`src/rtl/rsbs_serial_if.sv`:
```
// Handshake and operand/result bundle for the serial reverse-subtract unit.
// The requester drives start/operands; the unit returns status, result and flags.
interface rsbs_serial_if #(
   parameter int WIDTH = 32
);
   logic             start;
   logic [WIDTH-1:0] a;
   logic [WIDTH-1:0] b;
   logic             use_carry;
   logic             carry_in;
   logic             busy;
   logic             done;
   logic [WIDTH-1:0] result;
   logic             flag_n;
   logic             flag_z;
   logic             flag_c;
   logic             flag_v;

   modport master (
      output start, a, b, use_carry, carry_in,
      input  busy, done, result, flag_n, flag_z, flag_c, flag_v
   );

   modport slave (
      input  start, a, b, use_carry, carry_in,
      output busy, done, result, flag_n, flag_z, flag_c, flag_v
   );
endinterface

```
`src/rtl/rsbs_serial.sv`:
```
// Multi-cycle reverse subtract (b - a - borrow_in) with NZCV flags, CHUNK bits per clock,
// LSB chunk first, optional RSC borrow_in = ~carry_in.
module rsbs_serial #(
   parameter int WIDTH = 32,
   parameter int CHUNK = 8
) (
   input logic          clk,
   input logic          rst_n,
   rsbs_serial_if.slave bus
);
   localparam int NCHUNK = WIDTH / CHUNK;
   localparam int KW     = (NCHUNK > 1) ? $clog2(NCHUNK) : 1;

   typedef enum logic [1:0] {
      S_IDLE = 2'd0,
      S_RUN  = 2'd1,
      S_DONE = 2'd2
   } state_t;

   state_t           state_q, state_d;
   logic [WIDTH-1:0] a_q, a_d;
   logic [WIDTH-1:0] b_q, b_d;
   logic [WIDTH-1:0] work_q, work_d;
   logic [WIDTH-1:0] result_q, result_d;
   logic [KW-1:0]    k_q, k_d;
   logic             borrow_q, borrow_d;
   logic             a_msb_q, a_msb_d;
   logic             b_msb_q, b_msb_d;
   logic             flag_n_q, flag_n_d;
   logic             flag_z_q, flag_z_d;
   logic             flag_c_q, flag_c_d;
   logic             flag_v_q, flag_v_d;
   logic             busy_q, busy_d;
   logic             done_q, done_d;

   logic [CHUNK:0]   diff_s;
   logic [WIDTH-1:0] d_ext_s;
   logic [WIDTH-1:0] work_nxt_s;

   // Operands shift right one chunk per RUN cycle, so the active chunk always sits at the bottom;
   // the working register fills from the top so the last chunk lands in place.
   assign diff_s     = {1'b0, b_q[CHUNK-1:0]} - {1'b0, a_q[CHUNK-1:0]} - {{CHUNK{1'b0}}, borrow_q};
   assign d_ext_s    = WIDTH'(diff_s[CHUNK-1:0]);
   assign work_nxt_s = (work_q >> CHUNK) | (d_ext_s << (WIDTH - CHUNK));

   // Next-state, operand latch, chunk step and completion update.
   always_comb begin
      state_d  = state_q;
      a_d      = a_q;
      b_d      = b_q;
      work_d   = work_q;
      result_d = result_q;
      k_d      = k_q;
      borrow_d = borrow_q;
      a_msb_d  = a_msb_q;
      b_msb_d  = b_msb_q;
      flag_n_d = flag_n_q;
      flag_z_d = flag_z_q;
      flag_c_d = flag_c_q;
      flag_v_d = flag_v_q;

      case (state_q)
         S_IDLE, S_DONE: begin
            if (bus.start) begin
               a_d      = bus.a;
               b_d      = bus.b;
               a_msb_d  = bus.a[WIDTH-1];
               b_msb_d  = bus.b[WIDTH-1];
               borrow_d = bus.use_carry ? ~bus.carry_in : 1'b0;
               work_d   = '0;
               k_d      = '0;
               state_d  = S_RUN;
            end else begin
               state_d  = S_IDLE;
            end
         end
         S_RUN: begin
            a_d      = a_q >> CHUNK;
            b_d      = b_q >> CHUNK;
            work_d   = work_nxt_s;
            borrow_d = diff_s[CHUNK];
            if (k_q == KW'(NCHUNK - 1)) begin
               result_d = work_nxt_s;
               flag_n_d = work_nxt_s[WIDTH-1];
               flag_z_d = ~|work_nxt_s;
               flag_c_d = ~diff_s[CHUNK];
               flag_v_d = (a_msb_q != b_msb_q) && (work_nxt_s[WIDTH-1] != b_msb_q);
               k_d      = '0;
               state_d  = S_DONE;
            end else begin
               k_d      = k_q + KW'(1);
               state_d  = S_RUN;
            end
         end
         default: begin
            state_d = S_IDLE;
         end
      endcase

      busy_d = (state_d == S_RUN);
      done_d = (state_d == S_DONE);
   end

   // State and datapath registers; reset aborts any operation in flight.
   always_ff @(posedge clk or negedge rst_n) begin
      if (!rst_n) begin
         state_q  <= S_IDLE;
         a_q      <= '0;
         b_q      <= '0;
         work_q   <= '0;
         result_q <= '0;
         k_q      <= '0;
         borrow_q <= 1'b0;
         a_msb_q  <= 1'b0;
         b_msb_q  <= 1'b0;
         flag_n_q <= 1'b0;
         flag_z_q <= 1'b0;
         flag_c_q <= 1'b0;
         flag_v_q <= 1'b0;
         busy_q   <= 1'b0;
         done_q   <= 1'b0;
      end else begin
         state_q  <= state_d;
         a_q      <= a_d;
         b_q      <= b_d;
         work_q   <= work_d;
         result_q <= result_d;
         k_q      <= k_d;
         borrow_q <= borrow_d;
         a_msb_q  <= a_msb_d;
         b_msb_q  <= b_msb_d;
         flag_n_q <= flag_n_d;
         flag_z_q <= flag_z_d;
         flag_c_q <= flag_c_d;
         flag_v_q <= flag_v_d;
         busy_q   <= busy_d;
         done_q   <= done_d;
      end
   end

   assign bus.busy   = busy_q;
   assign bus.done   = done_q;
   assign bus.result = result_q;
   assign bus.flag_n = flag_n_q;
   assign bus.flag_z = flag_z_q;
   assign bus.flag_c = flag_c_q;
   assign bus.flag_v = flag_v_q;
endmodule

```
`src/flat_wrapper.sv`:
```
// flat-port wrapper written by rule: the top's interface ports become plain ports
module rsbs_serial_flat 
#(
   parameter int WIDTH = 32,
   parameter int CHUNK = 8
)
  (clk, rst_n, bus_start, bus_a, bus_b, bus_use_carry, bus_carry_in, bus_busy, bus_done, bus_result, bus_flag_n, bus_flag_z, bus_flag_c, bus_flag_v);
  rsbs_serial_if #(.WIDTH(WIDTH)) bus_i ();
  input logic clk;
  input logic rst_n;
  input wire logic [$bits(bus_i.start)-1:0] bus_start;
  input wire logic [$bits(bus_i.a)-1:0] bus_a;
  input wire logic [$bits(bus_i.b)-1:0] bus_b;
  input wire logic [$bits(bus_i.use_carry)-1:0] bus_use_carry;
  input wire logic [$bits(bus_i.carry_in)-1:0] bus_carry_in;
  output wire logic [$bits(bus_i.busy)-1:0] bus_busy;
  output wire logic [$bits(bus_i.done)-1:0] bus_done;
  output wire logic [$bits(bus_i.result)-1:0] bus_result;
  output wire logic [$bits(bus_i.flag_n)-1:0] bus_flag_n;
  output wire logic [$bits(bus_i.flag_z)-1:0] bus_flag_z;
  output wire logic [$bits(bus_i.flag_c)-1:0] bus_flag_c;
  output wire logic [$bits(bus_i.flag_v)-1:0] bus_flag_v;
  assign bus_i.start = bus_start;
  assign bus_i.a = bus_a;
  assign bus_i.b = bus_b;
  assign bus_i.use_carry = bus_use_carry;
  assign bus_i.carry_in = bus_carry_in;
  assign bus_busy = bus_i.busy;
  assign bus_done = bus_i.done;
  assign bus_result = bus_i.result;
  assign bus_flag_n = bus_i.flag_n;
  assign bus_flag_z = bus_i.flag_z;
  assign bus_flag_c = bus_i.flag_c;
  assign bus_flag_v = bus_i.flag_v;
  rsbs_serial #(.WIDTH(WIDTH), .CHUNK(CHUNK)) u_core (.clk(clk), .rst_n(rst_n), .bus(bus_i));
endmodule
```
`config.mk`:
```
export PLATFORM = sky130hd
export DESIGN_NAME = rsbs_serial_flat
export DESIGN_NICKNAME = d
export VERILOG_FILES = /design/src/rtl/rsbs_serial_if.sv /design/src/rtl/rsbs_serial.sv /design/src/flat_wrapper.sv
export SDC_FILE = /design/constraint.sdc
export NUM_CORES = 1
export LEC_CHECK = 0
export CAP_MARGIN = 15
export CORE_MARGIN = 4
export CORE_UTILIZATION = 25
export CTS_CLUSTER_SIZE = 14
export DETAILED_ROUTE_END_ITERATION = 6
export HOLD_SLACK_MARGIN = 0.02
export SETUP_SLACK_MARGIN = 0.02
export SLEW_MARGIN = 0
export SYNTH_ARGS = -nofsm -noshare
export SYNTH_HDL_FRONTEND = slang
export SYNTH_SLANG_ARGS = --single-unit
```
`constraint.sdc`:
```
create_clock -name clk -period 4.57 [get_ports clk]
set_input_delay 0.914 -clock clk [delete_from_list [all_inputs] [get_ports clk]]
set_output_delay 0.914 -clock clk [all_outputs]
set_load 0.1 [all_outputs]
```
# Word level (Yosys, flattened, before mapping)
# Index checks and enable logic that the tools add are counted.
# op_classes
n_addsub,3
eq_ne,8
muxes,15
bitwise,3
reduce_logical,9
# ops
cell,n
case mux 32 bit (2 select lines),3
2-to-1 mux 32 bit,3
bitwise OR 24 x 32 -> 32 bit,1
OR reduction 32 bit,1
subtractor 8 x 8 -> 9 bit,1
subtractor 9 x 1 -> 9 bit,1
case mux 2 bit (2 select lines),2
equality test 2 bit (second input constant),3
2-to-1 mux 2 bit,3
AND reduction 2 bit,3
equality test 2 x 1 -> 1 bit (second input constant),2
2-to-1 mux 1 bit,3
adder 2 x 1 -> 2 bit (second input constant),1
logical NOT 2 bit,1
!= test 1 bit,2
!= test 2 bit (second input constant),1
NOT 1 bit,2
case mux 1 bit (2 select lines),1
nonzero test 2 bit,1
OR reduction 2 bit,1
logical AND 1 bit,1
logical NOT 1 bit,1
# totals
reg_bits,141
inputBits,69
out_inout_bits,38
wordCells,53

# Logic depth before layout (Yosys ltp)
# depth
word_depth,5
mapped_depth,10

# Least setup slack after synthesis
# Ideal clock, no wire load.
# synth_timing
kind,register to register
from,register u_core.borrow_q
to,"register u_core.flag_v_q, in the netlist u_core.bus.flag_v"
setup_time_ns,0.069
arrival_ns,2.196
required_time_ns,4.501
path_slack_ns,2.305
stages_incl_launch_ff,10
path_cell_list,dfrtp_1 inv_1 fa_1 ha_1 nand2_1 and2_4 o21ai_2 a311oi_2 or4b_1 nand3_1
# synth_via
elab_chain_len,4
# synth_rtl
element,line_no,source
start: declaration,rsbs_serial.sv:26,"logic borrow_q, borrow_d;"
start signal: assignment,rsbs_serial.sv:129,borrow_q <= borrow_d;
subtractor 9 x 1 -> 9 bit,rsbs_serial.sv:42,"assign diff_s = {1'b0, b_q[CHUNK-1:0]} - {1'b0, a_q[CHUNK-1:0]} - {{CHUNK{1'b0}}, borrow_q};"
bitwise OR 24 x 32 -> 32 bit,rsbs_serial.sv:44,assign work_nxt_s = (work_q >> CHUNK) | (d_ext_s << (WIDTH - CHUNK));
!= test 1 bit,rsbs_serial.sv:87,flag_v_d = (a_msb_q != b_msb_q) && (work_nxt_s[WIDTH-1] != b_msb_q);
logical AND 1 bit,rsbs_serial.sv:87,
end signal: assignment,rsbs_serial.sv:135,flag_v_q <= flag_v_d;
end: declaration,rsbs_serial.sv:32,"logic flag_v_q, flag_v_d;"
# Every way passes these cells.
# A chain may end at the register's enable or synchronous reset.

# Final worst setup path
# layout_timing
from,"register u_core.flag_v_q, in the netlist u_core.bus.flag_v"
to,output bus_flag_v
# layout_rtl
element,line_no,source
end: declaration,flat_wrapper.sv:22,output wire logic [$bits(bus_i.flag_v)-1:0] bus_flag_v;
# No word-level cell between the ends.

==> flow_metrics.py <==
metrics = {
    "yosys": {
        "synth.top_cells.by_area": "dfrtp_1 (57%), nand2_1 (7.2%), a22o_1 (5.6%), mux2_2 (5.5%), a31oi_1 (4.4%)",
        "yosysTopAreaCellShare": 0.5743,
        "ys_warn_count": 0,
        "ys_ff_latch": 132,
        "synth.largest_area_cell": "dfrtp_1",
        "synth_area_per_cell_sq_um": 10.44,
        "ys_seq_area_frac": 0.5743,
        "synth_cell_types": 41,
        "syn-instance-count": 551,
        "synthFlopType": "dfrtp_1",
        "async_reset_ff_frac": 1.000,
        "synth_most_common_cell": "dfrtp_1",
        "syn_nets": 635,
        "synth_edf_count": 0,
        "synth_common_cells": "dfrtp_1 (132), nand2_1 (111), nor2_1 (50)",
        "syn_area_sq_mm": 0.005752,
    },
    "global_routing": {
        "grt_use_met3": 0.03613,
        "grt_use_met1": 0.1735,
        "antenna_found_initial": 0,
        "grt_pass1_vias": 4408,
        "grt_pass1_wl_um": 24410,
        "grt_overflow": 0,
        "grt_use_met2": 0.1790,
        "grt_max_degree": 85,
        "grt_busiest_layer": "met2",
        "globalRouteTotalUtil": 0.1208,
    },
    "die": {
        "core_sq_mm": 0.02264,
        "initial_core_util": 0.2540,
        "num_rows": 55,
        "die_width_um": 159.7,
        "die_h_um": 159.7,
        "io_pins": 107,
        "die-area_sq_mm": 0.02550,
    },
    "clock_network": {
        "h-tree-depth": 4,
        "postCtsSetupBuffers": 0,
        "ctsHoldBuffers": 0,
        "cts-resized-gates": 0,
        "cts.path.max_buffers": 2,
        "clk_latency_ps": 420,
        "path_clk_slew_ps": 60,
        "cts_made_buffers": 17,
        "clock-sinks": 132,
        "root_buffer": "clkbuf_16",
        "cts_tree": "done",
    },
    "setup_path": {
        "critPathKind": "flop to primary output",
        "cpPeakStageDelay_ps": 1150,
        "start_kind": "flop",
        "required_ps": 3660,
        "endpoint_kind": "primary output",
        "crit_arrival_ps": 1950,
        "crit_path_max_fanout": 2,
        "rrSetupSlack_ps": 2000,
        "crit_family": "buffers and inverters",
        "path_buf_inv": 1,
        "path_cells": "clkdlybuf4s50_1",
        "crit_slowest_cell": "clkdlybuf4s50_1",
    },
    "cells_and_area": {
        "area_growth_pct": 33.46,
        "drive_gt1_frac": 0.1201,
        "final.fill_count": 2264,
        "multi_input_area_sq_mm": 0.002230,
        "final-seq-area_sq_mm": 0.003303,
        "final_nets": 730,
        "antennaDiodeCount": 0,
    },
    "timing": {
        "rsz0062_at_grt": "false",
        "skew_ps": 17.53,
        "fin_crit_sh": 0.6268,
        "setup_viol": 0,
        "finalHoldViolCount": 0,
        "clock.fmax_ghz": 0.3491,
        "fin_crit_ps": 2864,
        "finalMaxSlewViolations": 0,
        "setup_tns_ps": 0,
        "slew_headroom": 0.2989,
        "max_slew.worst_pin.slew_ps": 1049,
    },
    "detailed_routing": {
        "drc": 0,
        "viasPerCell": 4.504,
        "num_vias": 4247,
        "firstDrtPassIters": 5,
        "drt_iter0_markers": 321,
        "routedWlPerCell_um": 15.92,
        "ant_nets": 0,
        "totalWireLength_um": 15010,
    },
    "run_status": {
        "status": "completed",
    },
    "flow_run": {
        "cap_violations": 0,
    },
    "placed_design": {
        "place_hpwl_um": 10430,
        "gp_congestion": 0.7502,
        "port-buffer-count": 106,
    },
    "worst_hold_path": {
        "min_path_type": "flop to flop",
    },
}
==> metrics by stage <==
step	util	cell area, sq um	cells	hold slack [ps]	worst slack, ps
6_report	0.3390	7676	943	481.4	1706
5_1_grt	0.3390	7676	943	511.1	1653
4_1_cts	0.3390	7676	943	483.9	1672
3_5_place_dp	0.3133	7094	912	468.8	1828
3_3_place_gp	0.3133	7094	912	465.7	1862
2_1_floorplan	-	5752	551	449.7	2305
==> area by class of cell <==
cell class / count / share of cell area
clock inverter: 12 / 0.01679
multi-input combinational: 357 / 0.2905
sequential: 132 / 0.4303
clock buffer: 19 / 0.05901
inverter: 26 / 0.01271
tap: 285 / 0.04645
timing repair buffer: 112 / 0.1443
==> flip-flops by register name (all words and copies together), names as in the netlist <==
name,count
u_core.a_msb_q,1
u_core.bus.result,32
u_core.bus.flag_v,1
u_core.b_msb_q,1
u_core.b_q,32
u_core.bus.done,1
u_core.a_q,32
u_core.k_q,2
u_core.bus.busy,1
u_core.bus.flag_c,1
u_core.borrow_q,1
u_core.work_q,24
u_core.bus.flag_z,1
u_core.state_q,2
==> kinds of logic after synthesis <==
| kind of cell | after synthesis | synth area share |
|---|---|---|
| XOR/XNOR | 5 | 0.007615 |
| buffers and inverters | 62 | 0.04198 |
| AO/OA/AOI/OAI | 123 | 0.1457 |
| flip-flops | 132 | 0.5743 |
| multiplexers | 28 | 0.05482 |
| AND/OR/NAND/NOR | 186 | 0.1403 |
| adder cells (fa/ha/maj) | 15 | 0.03524 |
==> cells in the final DEF, fill, tap and decap left out, types with 2 or more instances in the layout <==
cell / synthesis / layout
a31oi_1: 40 / 40
nor4_1: 5 / 5
inv_6: 0 / 2
nor2_1: 50 / 49
a21oi_1: 13 / 13
fa_1: 2 / 2
nor2b_4: 1 / 2
clkinvlp_4: 0 / 3
bufinv_16: 0 / 2
dfrtp_1: 132 / 132
clkinv_2: 0 / 4
nand3_1: 3 / 3
clkbuf_16: 0 / 17
xnor2_1: 2 / 2
inv_1: 25 / 25
ha_1: 13 / 13
nand2b_2: 0 / 2
mux2_2: 28 / 28
a22o_1: 37 / 37
clkbuf_8: 0 / 2
a211oi_1: 2 / 2
nand2_1: 111 / 111
buf_4: 1 / 6
o21ai_0: 23 / 23
clkdlybuf4s50_1: 0 / 105
nand4_1: 2 / 2
o31ai_1: 2 / 2
xor2_1: 3 / 3
==> layer usage <==
metal / share of wire / vias to the layer above
met5: 0 / -
met4: 0.0069 / 0
met3: 0.045 / 6
met2: 0.46 / 107
met1: 0.49 / 2044
li1: - / 2090
==> path summary, 6_finish.rpt <==
check | startpoint | end | depth (start not counted)
setup / recovery | u_core.bus.flag_v | bus_flag_v | 1
setup reg to reg | u_core.state_q[0] | u_core.bus.flag_z | 8
hold / removal | u_core.b_q[15] | u_core.b_q[7] | 2
max in group asynchronous | rst_n | u_core.a_q[23] | 2
min in group asynchronous | rst_n | u_core.bus.result[13] | 1
hold reg to reg | u_core.b_q[15] | u_core.b_q[7] | 2
Power is not shown: default switching activity piles up to over one toggle a cycle in this logic, so the estimate is an artifact.
==> variant: new RTL, same flow settings <==
Encoding of `state_t`: now one-hot (3 bits for 3 states).
--- a/src/rtl/rsbs_serial.sv
+++ b/src/rtl/rsbs_serial.sv
@@ -13,6 +13,6 @@
 
-   typedef enum logic [1:0] {
-      S_IDLE = 2'd0,
-      S_RUN  = 2'd1,
-      S_DONE = 2'd2
+   typedef enum logic [2:0] {
+      S_IDLE = 3'b001,
+      S_RUN  = 3'b010,
+      S_DONE = 3'b100
    } state_t;
Function: no difference found for any inputs over 10 cycles, from zero or initial values and one cycle with rst_n low; not proved beyond that.
==> variant against the original RTL <==
Synthesized area is 3.7% higher; worst setup slack worse by 6.4 ps; worst hold slack worse by 7.1 ps; wire length is 3.3% lower; sequential cell count is 1 higher; synthesized cell count is 4.7% higher; sequential share of layout area is 1.4 points lower; cell area is 4.1% higher; non-clock buffer count stayed put; first-iteration DRC count is 39% lower; critical path type unchanged; critical endpoint unchanged; largest cell class unchanged.
==> variant: results (changes against the original RTL) <==
metric;value;unit;change
met3 global-route usage;0.0438;;+0.00766
R2R Setup Slk;2150;ps;+150 ps
Net Count, Synth;663;;+4.4%
GRT Overall Usage;0.116;;-0.00519
first-pass GRT wire length;23.7;mm;-3.1%
dpl cells;970;;+6.4%
number of antenna violations at the first check in global routing;2;;+2
status;completed;;
main area contributors after synthesis;dfrtp_1, nand2_1, mux2i_1;;
Seq/Total Area, Yosys;0.558;;-0.0158
worst r2r src;u_core.b_q[0];;
routed via count;4302;;+1.3%
top post-synthesis cells by count;nand2_1, dfrtp_1, o21ai_0;;
Avg WL per Cell;14.5;µm;-9.2%
largest net degree at the start of global routing;133;;+56%
DRT iter0 DRCs;197;;-39%
Post-DP HPWL;10.1;mm;-3.5%
hold_sp;u_core.bus.result[25];;
first-pass iteration count of the detailed router;4;;-1
worst stage delay on the critical path;1180;ps;+30 ps
vias in the first global route;4367;;-0.93%
met2 Usage GRT;0.174;;-0.00487
routability cong.;0.764;;+1.9%
met1 Use GR;0.153;;-0.0201
clk_skew;8.21;ps;-9.32 ps
worst reg2reg endpoint;u_core.bus.flag_v;;
final worst slack;1700;ps;-6.38 ps
Hold Path End;u_core.bus.result[25];;
Gate Count Post-Synth;577;;+4.7%
NumNets Final;758;;+3.8%
variant: cell count changes in the layout (fill, tap and decap cells not counted), moves of 3 or more:
cell	unedited run	this run
a31oi_1	40	0
mux2i_1	0	48
nand2_1	111	135
o21ai_0	23	70
clkbuf_1	0	4
nor2_1	49	6
buf_4	6	3
a22o_1	37	0
a21oi_1	13	20
mux2_2	28	25
nand3_1	3	26
variant: stage by stage:
| stage | area, µm² | hold WS (ps) | total power, µW |
|---|---|---|---|
| detailed placement | 7310 | 466 | 4450 |
| global route | 7990 | 493 | 6320 |
| finish | 7990 | 474 | 5860 |
| CTS | 7940 | 482 | 5920 |
| global placement | 7310 | 459 | 4400 |
| floorplan | 5960 | 450 | 3700 |
variant: per-layer routing:
metal  up-vias  routed length, µm
met5         -                 21
met4         4                165
met3        17               1060
met2       107               6540
met1      2023               6730
li1       2151                  -
variant: cell families after synthesis:
family | Yosys count | synth area share
fa+ha+maj | 17 | 0.0382
buf+inv | 61 | 0.0426
xor+xnor | 9 | 0.0132
compound gates | 96 | 0.0839
mux | 73 | 0.128
simple gates | 188 | 0.136
flops | 133 | 0.558
variant: final cells by class:
cell class / count / area (µm²)
Timing Repair Buffer: 112 / 1160
Clock buffer: 24 / 482
Clock inverter: 8 / 146
Inverter: 25 / 93.8
Tap cell: 319 / 399
Multi-Input combinational cell: 383 / 2380
Sequential cell: 133 / 3330
Fill cell: 2399 / 15500
variant: power by group through the flow:
stage          Clock, µW  Sequential [µW]  Combinational (µW)
2_1_floorplan          0             2180                1510
3_3_place_gp           0             1890                2500
3_5_place_dp           0             1910                2540
4_1_cts             1480             1890                2550
5_1_grt             1540             1940                2840
6_report            1450             1880                2530
